[config.mk]
export PLATFORM = sky130hd
export DESIGN_NAME = configurable_multiplication
export DESIGN_NICKNAME = d
export VERILOG_FILES = /design/src/rtl/configurable_multiplication.sv
export SDC_FILE = /design/constraint.sdc
export NUM_CORES = 1
export LEC_CHECK = 0
export CAP_MARGIN = 30
export CORE_MARGIN = 2
export CORE_UTILIZATION = 41
export CTS_CLUSTER_DIAMETER = 80
export DETAILED_ROUTE_END_ITERATION = 10
export HOLD_SLACK_MARGIN = 0.06
export PLACE_DENSITY = 0.58
export SYNTH_ARGS = -nofsm -noshare
export SYNTH_HDL_FRONTEND = slang
export SYNTH_SLANG_ARGS = --single-unit
[constraint.sdc]
create_clock -name clk_i -period 9.32 [get_ports clk_i]
set_clock_uncertainty 0.15 [all_clocks]
set_input_delay 0.932 -clock clk_i [delete_from_list [all_inputs] [get_ports clk_i]]
set_output_delay 0.932 -clock clk_i [all_outputs]
set_load 0.01 [all_outputs]
[src/rtl/configurable_multiplication.sv]
// rtl/configurable_multiplication.sv - iterative shift-add multiplier: 8x8, dual 8x8 lanes, or 16x16
module configurable_multiplication (
    input  logic        clk_i,
    input  logic        reset_i,
    input  logic [15:0] multiplicand_i,
    input  logic [15:0] multiplier_i,
    input  logic        enable_i,
    input  logic [1:0]  cm_i,
    output logic [31:0] product16x16_o,
    output logic        data_valid_o
);

    typedef enum logic [1:0] {
        IDLE = 2'd0,
        BUSY = 2'd1,
        DONE = 2'd2
    } state_t;

    state_t      state;
    state_t      state_next;

    // mcand holds the shifted multiplicand; in dual mode its two halves are
    // independent lanes, each starting as a zero-extended byte.
    logic [31:0] mcand;
    logic [15:0] mplier;
    logic [31:0] acc;
    logic        dual;
    logic [3:0]  count;

    logic [15:0] addend_lo;
    logic [15:0] addend_hi;
    logic [16:0] sum_lo;
    logic        carry;
    logic [15:0] sum_hi;
    logic [31:0] acc_next;

    // One add step: the low half adds on multiplier bit 0; the high half adds
    // on bit 8 in dual mode (high lane) or bit 0 otherwise. The carry from the
    // low half only crosses into the high half when the lanes are joined.
    always_comb begin
        addend_lo = mplier[0] ? mcand[15:0] : 16'd0;
        if (dual) begin
            addend_hi = mplier[8] ? mcand[31:16] : 16'd0;
        end else begin
            addend_hi = mplier[0] ? mcand[31:16] : 16'd0;
        end
        sum_lo   = {1'b0, acc[15:0]} + {1'b0, addend_lo};
        carry    = dual ? 1'b0 : sum_lo[16];
        sum_hi   = acc[31:16] + addend_hi + {15'd0, carry};
        acc_next = {sum_hi, sum_lo[15:0]};
    end

    // State register.
    always_ff @(posedge clk_i) begin
        if (reset_i) begin
            state <= IDLE;
        end else begin
            state <= state_next;
        end
    end

    // Next-state logic; the result is presented only while in DONE.
    always_comb begin
        state_next   = state;
        data_valid_o = 1'b0;
        case (state)
            IDLE: begin
                if (enable_i) begin
                    state_next = BUSY;
                end
            end
            BUSY: begin
                if (count == 4'd0) begin
                    state_next = DONE;
                end
            end
            DONE: begin
                data_valid_o = 1'b1;
                state_next   = IDLE;
            end
            default: begin
                state_next = IDLE;
            end
        endcase
    end

    // Operand latch on start, one shift-add per BUSY cycle, result capture on the last step.
    always_ff @(posedge clk_i) begin
        if (reset_i) begin
            mcand          <= 32'd0;
            mplier         <= 16'd0;
            acc            <= 32'd0;
            dual           <= 1'b0;
            count          <= 4'd0;
            product16x16_o <= 32'd0;
        end else begin
            case (state)
                IDLE: begin
                    if (enable_i) begin
                        acc  <= 32'd0;
                        dual <= (cm_i == 2'b01);
                        if (cm_i[1]) begin
                            mcand  <= {16'd0, multiplicand_i};
                            mplier <= multiplier_i;
                            count  <= 4'd15;
                        end else if (cm_i[0]) begin
                            mcand  <= {8'd0, multiplicand_i[15:8], 8'd0, multiplicand_i[7:0]};
                            mplier <= multiplier_i;
                            count  <= 4'd7;
                        end else begin
                            mcand  <= {24'd0, multiplicand_i[7:0]};
                            mplier <= {8'd0, multiplier_i[7:0]};
                            count  <= 4'd7;
                        end
                    end
                end
                BUSY: begin
                    acc    <= acc_next;
                    mcand  <= {mcand[30:0], 1'b0};
                    mplier <= {1'b0, mplier[15:1]};
                    count  <= count - 4'd1;
                    if (count == 4'd0) begin
                        product16x16_o <= acc_next;
                    end
                end
                default: begin
                end
            endcase
        end
    end

endmodule

==> flow_summary.json <==
{
  "mostFrequentLayoutCell": "nand2_1",
  "gp_routability_congestion": 0.905,
  "synthAdderAreaFrac_pct": 7.25,
  "finalCritPeriodShare_pct": 58.2,
  "hold_viol": 0,
  "via_count": 5549,
  "critPathMostFrequentCell": "fa_1",
  "crit_type": "register to register",
  "slew_violations": 0,
  "hold_depth": 2,
  "grt_max_degree": 91,
  "leakagePower_uw": 0.00289,
  "ys_async_sr_fraction_pct": 0,
  "cp_cell_sequence": "and2_1 > ha_1 > inv_1 > fa_1 > nand2b_1 > a21oi_2 > o311a_1 > a311o_2 > a31o_4 > a211oi_1 > or3_1 > fa_1 > fa_1 > nor2b_1 > o31a_1 > o21ai_1 > o21ai_1 > a311o_1 > nor4b_1 > a311o_1",
  "fillers": 1399,
  "cp_slowest_stage_delay_ns": 0.59,
  "start_util_pct": 42.2,
  "coreArea_sq_mm": 0.0146,
  "insertion_delay_ns": 0.42,
  "drc": 0,
  "finalNetCount": 875,
  "status": "completed",
  "cts_buffer_depth": 2,
  "hpwlAfterDp_mm": 11.1,
  "synth_nets": 827,
  "start_kind": "register",
  "synth-xor-area-share_pct": 3.83,
  "max_slew.worst_pin.slew_ns": 0.974,
  "finalSetupViolations": 0,
  "cts_max_level": 4,
  "ff_latch_area_sq_mm": 0.00238,
  "syn_inst": 756,
  "die_w_um": 127,
  "postLayoutCellArea_sq_mm": 0.00755,
  "track_usage_pct": 20.4,
  "dp_cells": 969,
  "rsz0062_at_grt": "false",
  "cts_root_buffer": "clkbuf_16",
  "die_y_um": 127,
  "clkTransAtPathRegs_ns": 0.06,
  "multiInputGateArea_sq_mm": 0.00351,
  "synth-simple-area-share_pct": 23.6,
  "cp_max_fo": 18,
  "port_buffers": 69,
  "min_period_ns": 5.42,
  "fin_util_pct": 51.5,
  "hold_start": "product16x16_o[13]",
  "cp_top_family": "compound AO/OA/AOI/OAI gates",
  "routed_wl_mm": 16.1,
  "viasPerCell": 5.54,
  "cts_tree": "built",
  "max-cap-violations": 0,
  "postCtsSetupRepairBufs": 0,
  "fmax_ghz": 0.184,
  "synth_cell_types": 57,
  "synth.area.mux_share_pct": 0.162,
  "hold_end": "product16x16_o[13]",
  "powerDensity_mw_per_mm2": 184,
  "worstSetupEndpointType": "register",
  "ys.warnings.count": 0,
  "drtIter0Drc": 371,
  "die_area_sq_mm": 0.0161,
  "cts_sinks": 119,
  "area_delta_synth_final_pct": 22.1,
  "synth_area_sq_mm": 0.00618,
  "overflow": 0,
  "cts_buffers": 17,
  "r2r_slack_ns": 3.90,
  "antenna_left": 0,
  "final_cell_mix": "120 x nand2_1, 119 x dfxtp_1, 93 x a21oi_1, 68 x clkdlybuf4s50_1, 67 x nor2_1",
  "syn_avg_cell_area_sq_um": 8.18,
  "layout-drive-gt1-share_pct": 6.85,
  "synth_edf_count": 0,
  "synth-seq-cells": 119,
  "wl_per_cell_um": 16.1,
  "cp.buffers_inverters": 1,
  "tns_ns": 0,
  "n_antenna_cell": 0,
  "first_pass_iters": 5,
  "slew_headroom_pct": 35.1,
  "slowest_stage": "dfxtp_1",
  "synth_compound_area_share_pct": 21.9,
  "r2r_end": "product16x16_o[30]",
  "timing.rr.start": "mplier[0]",
  "ys_seq_area_share_pct": 38.5,
  "r2r.worst_path.cells": 20,
  "hold_class": "register to register",
  "required_ns": 9.53,
  "io_pins": 70,
  "cp_data_arrival_time_ns": 5.63,
  "hold_buffers": 0,
  "cts_resized": 0,
  "grt_pass1_vias": 5110,
  "grt_pass1_wl_mm": 26.3,
  "row_count": 44,
  "final_cells": 1001,
  "place_area_sq_mm": 0.00693,
  "antenna_found_initial": 0,
  "peakVddDrop_uv": 120,
  "synth_top_flop_cell": "dfxtp_1",
  "synth_top_family_by_area": "simple AND/OR/NAND/NOR gates"
}
-- synthesized netlist by cell type (all sizes together) (5+ instances only) --
cell type | n | share of area [%]
nand2 | 120 | 7.3
dfxtp | 119 | 39
a21oi | 94 | 7.7
nor2 | 68 | 4.1
clkbuf | 39 | 2.5
nand3 | 33 | 2.7
ha | 31 | 6.3
o21ai | 22 | 1.8
nor2b | 21 | 2.1
a22oi | 19 | 2.3
and2 | 18 | 1.8
xnor2 | 16 | 2.3
a22o | 15 | 2.1
a311oi | 14 | 2.0
buf | 11 | 1.6
xor2 | 11 | 1.6
inv | 10 | 0.61
nor4b | 10 | 1.7
a21o | 8 | 1.0
nand2b | 8 | 0.81
nor4 | 7 | 0.71
a211oi | 6 | 0.73
a311o | 6 | 0.99
a31oi | 6 | 0.61
nor3 | 5 | 0.40
-- report_power, final --
part | leakage [uW] | switching [uW] | total, uW | internal (uW)
Sequential | 0.000967 | 18.1 | 551 | 533
Combinational | 0.00163 | 96.7 | 152 | 55.7
Clock | 0.000294 | 229 | 689 | 460
-- metal layers --
| metal | GRT usage (%) | vias up | wire (um) | share of wire, % |
|---|---|---|---|---|
| li1 | - | 2776 | - | - |
| met1 | 29.6 | 2610 | 8310 | 51 |
| met2 | 29.5 | 136 | 6830 | 42 |
| met3 | 4.01 | 27 | 673 | 4.2 |
| met4 | 8.60 | 0 | 330 | 2.0 |
| met5 | 0 | - | 0 | 0 |
-- cell type report --
cell class,count,area share (%)
flip-flops and latches,119,31.6
clock inverters,8,1.92
multi-input cells,577,46.6
inverters,10,0.497
repair buffers,79,10.2
well taps,184,3.05
clock buffers,24,6.25
-- worst max-delay path by stage --
stage,startpoint,to,depth (start not counted)
2_1_floorplan,mplier[0],product16x16_o[30],21
3_3_place_gp,mplier[0],product16x16_o[30],20
3_5_place_dp,mplier[0],product16x16_o[30],20
4_1_cts,mplier[0],product16x16_o[30],20
5_1_grt,mplier[0],product16x16_o[30],20
6_report,mplier[0],product16x16_o[30],20
-- tightest hold or removal path, cell delays in order, from the launching register on --
cell     delay (ns)
dfxtp_1        0.30
nand2_1        0.05
a21oi_1        0.05
-- registers in the layout, indices dropped and copies added (netlist names) --
register	count
product16x16_o	32
mplier	16
state	2
mcand	32
dual	1
count	4
acc	32
-- cells by family (layout without fill, tap and decap cells) --
logic type                 after synthesis  count (layout)
and+or+nand+nor                        307             307
AOI/OAI and AO/OA                      208             208
DFF                                    119             119
buffers and inverters                   60             121
adders and majority gates               34              34
xor gates and xnor gates                27              27
muxes                                    1               1
-- metrics by stage --
step / worst slack (ns) / hold WS (ns) / total power (uW)
2_1_floorplan: 4.52 / 0.277 / 659
3_3_place_gp: 4.19 / 0.293 / 709
3_5_place_dp: 4.03 / 0.298 / 714
4_1_cts: 3.91 / 0.305 / 1400
5_1_grt: 3.42 / 0.322 / 1450
6_report: 3.90 / 0.303 / 1390
No activity file was read; power rests on OpenSTA's default activity.
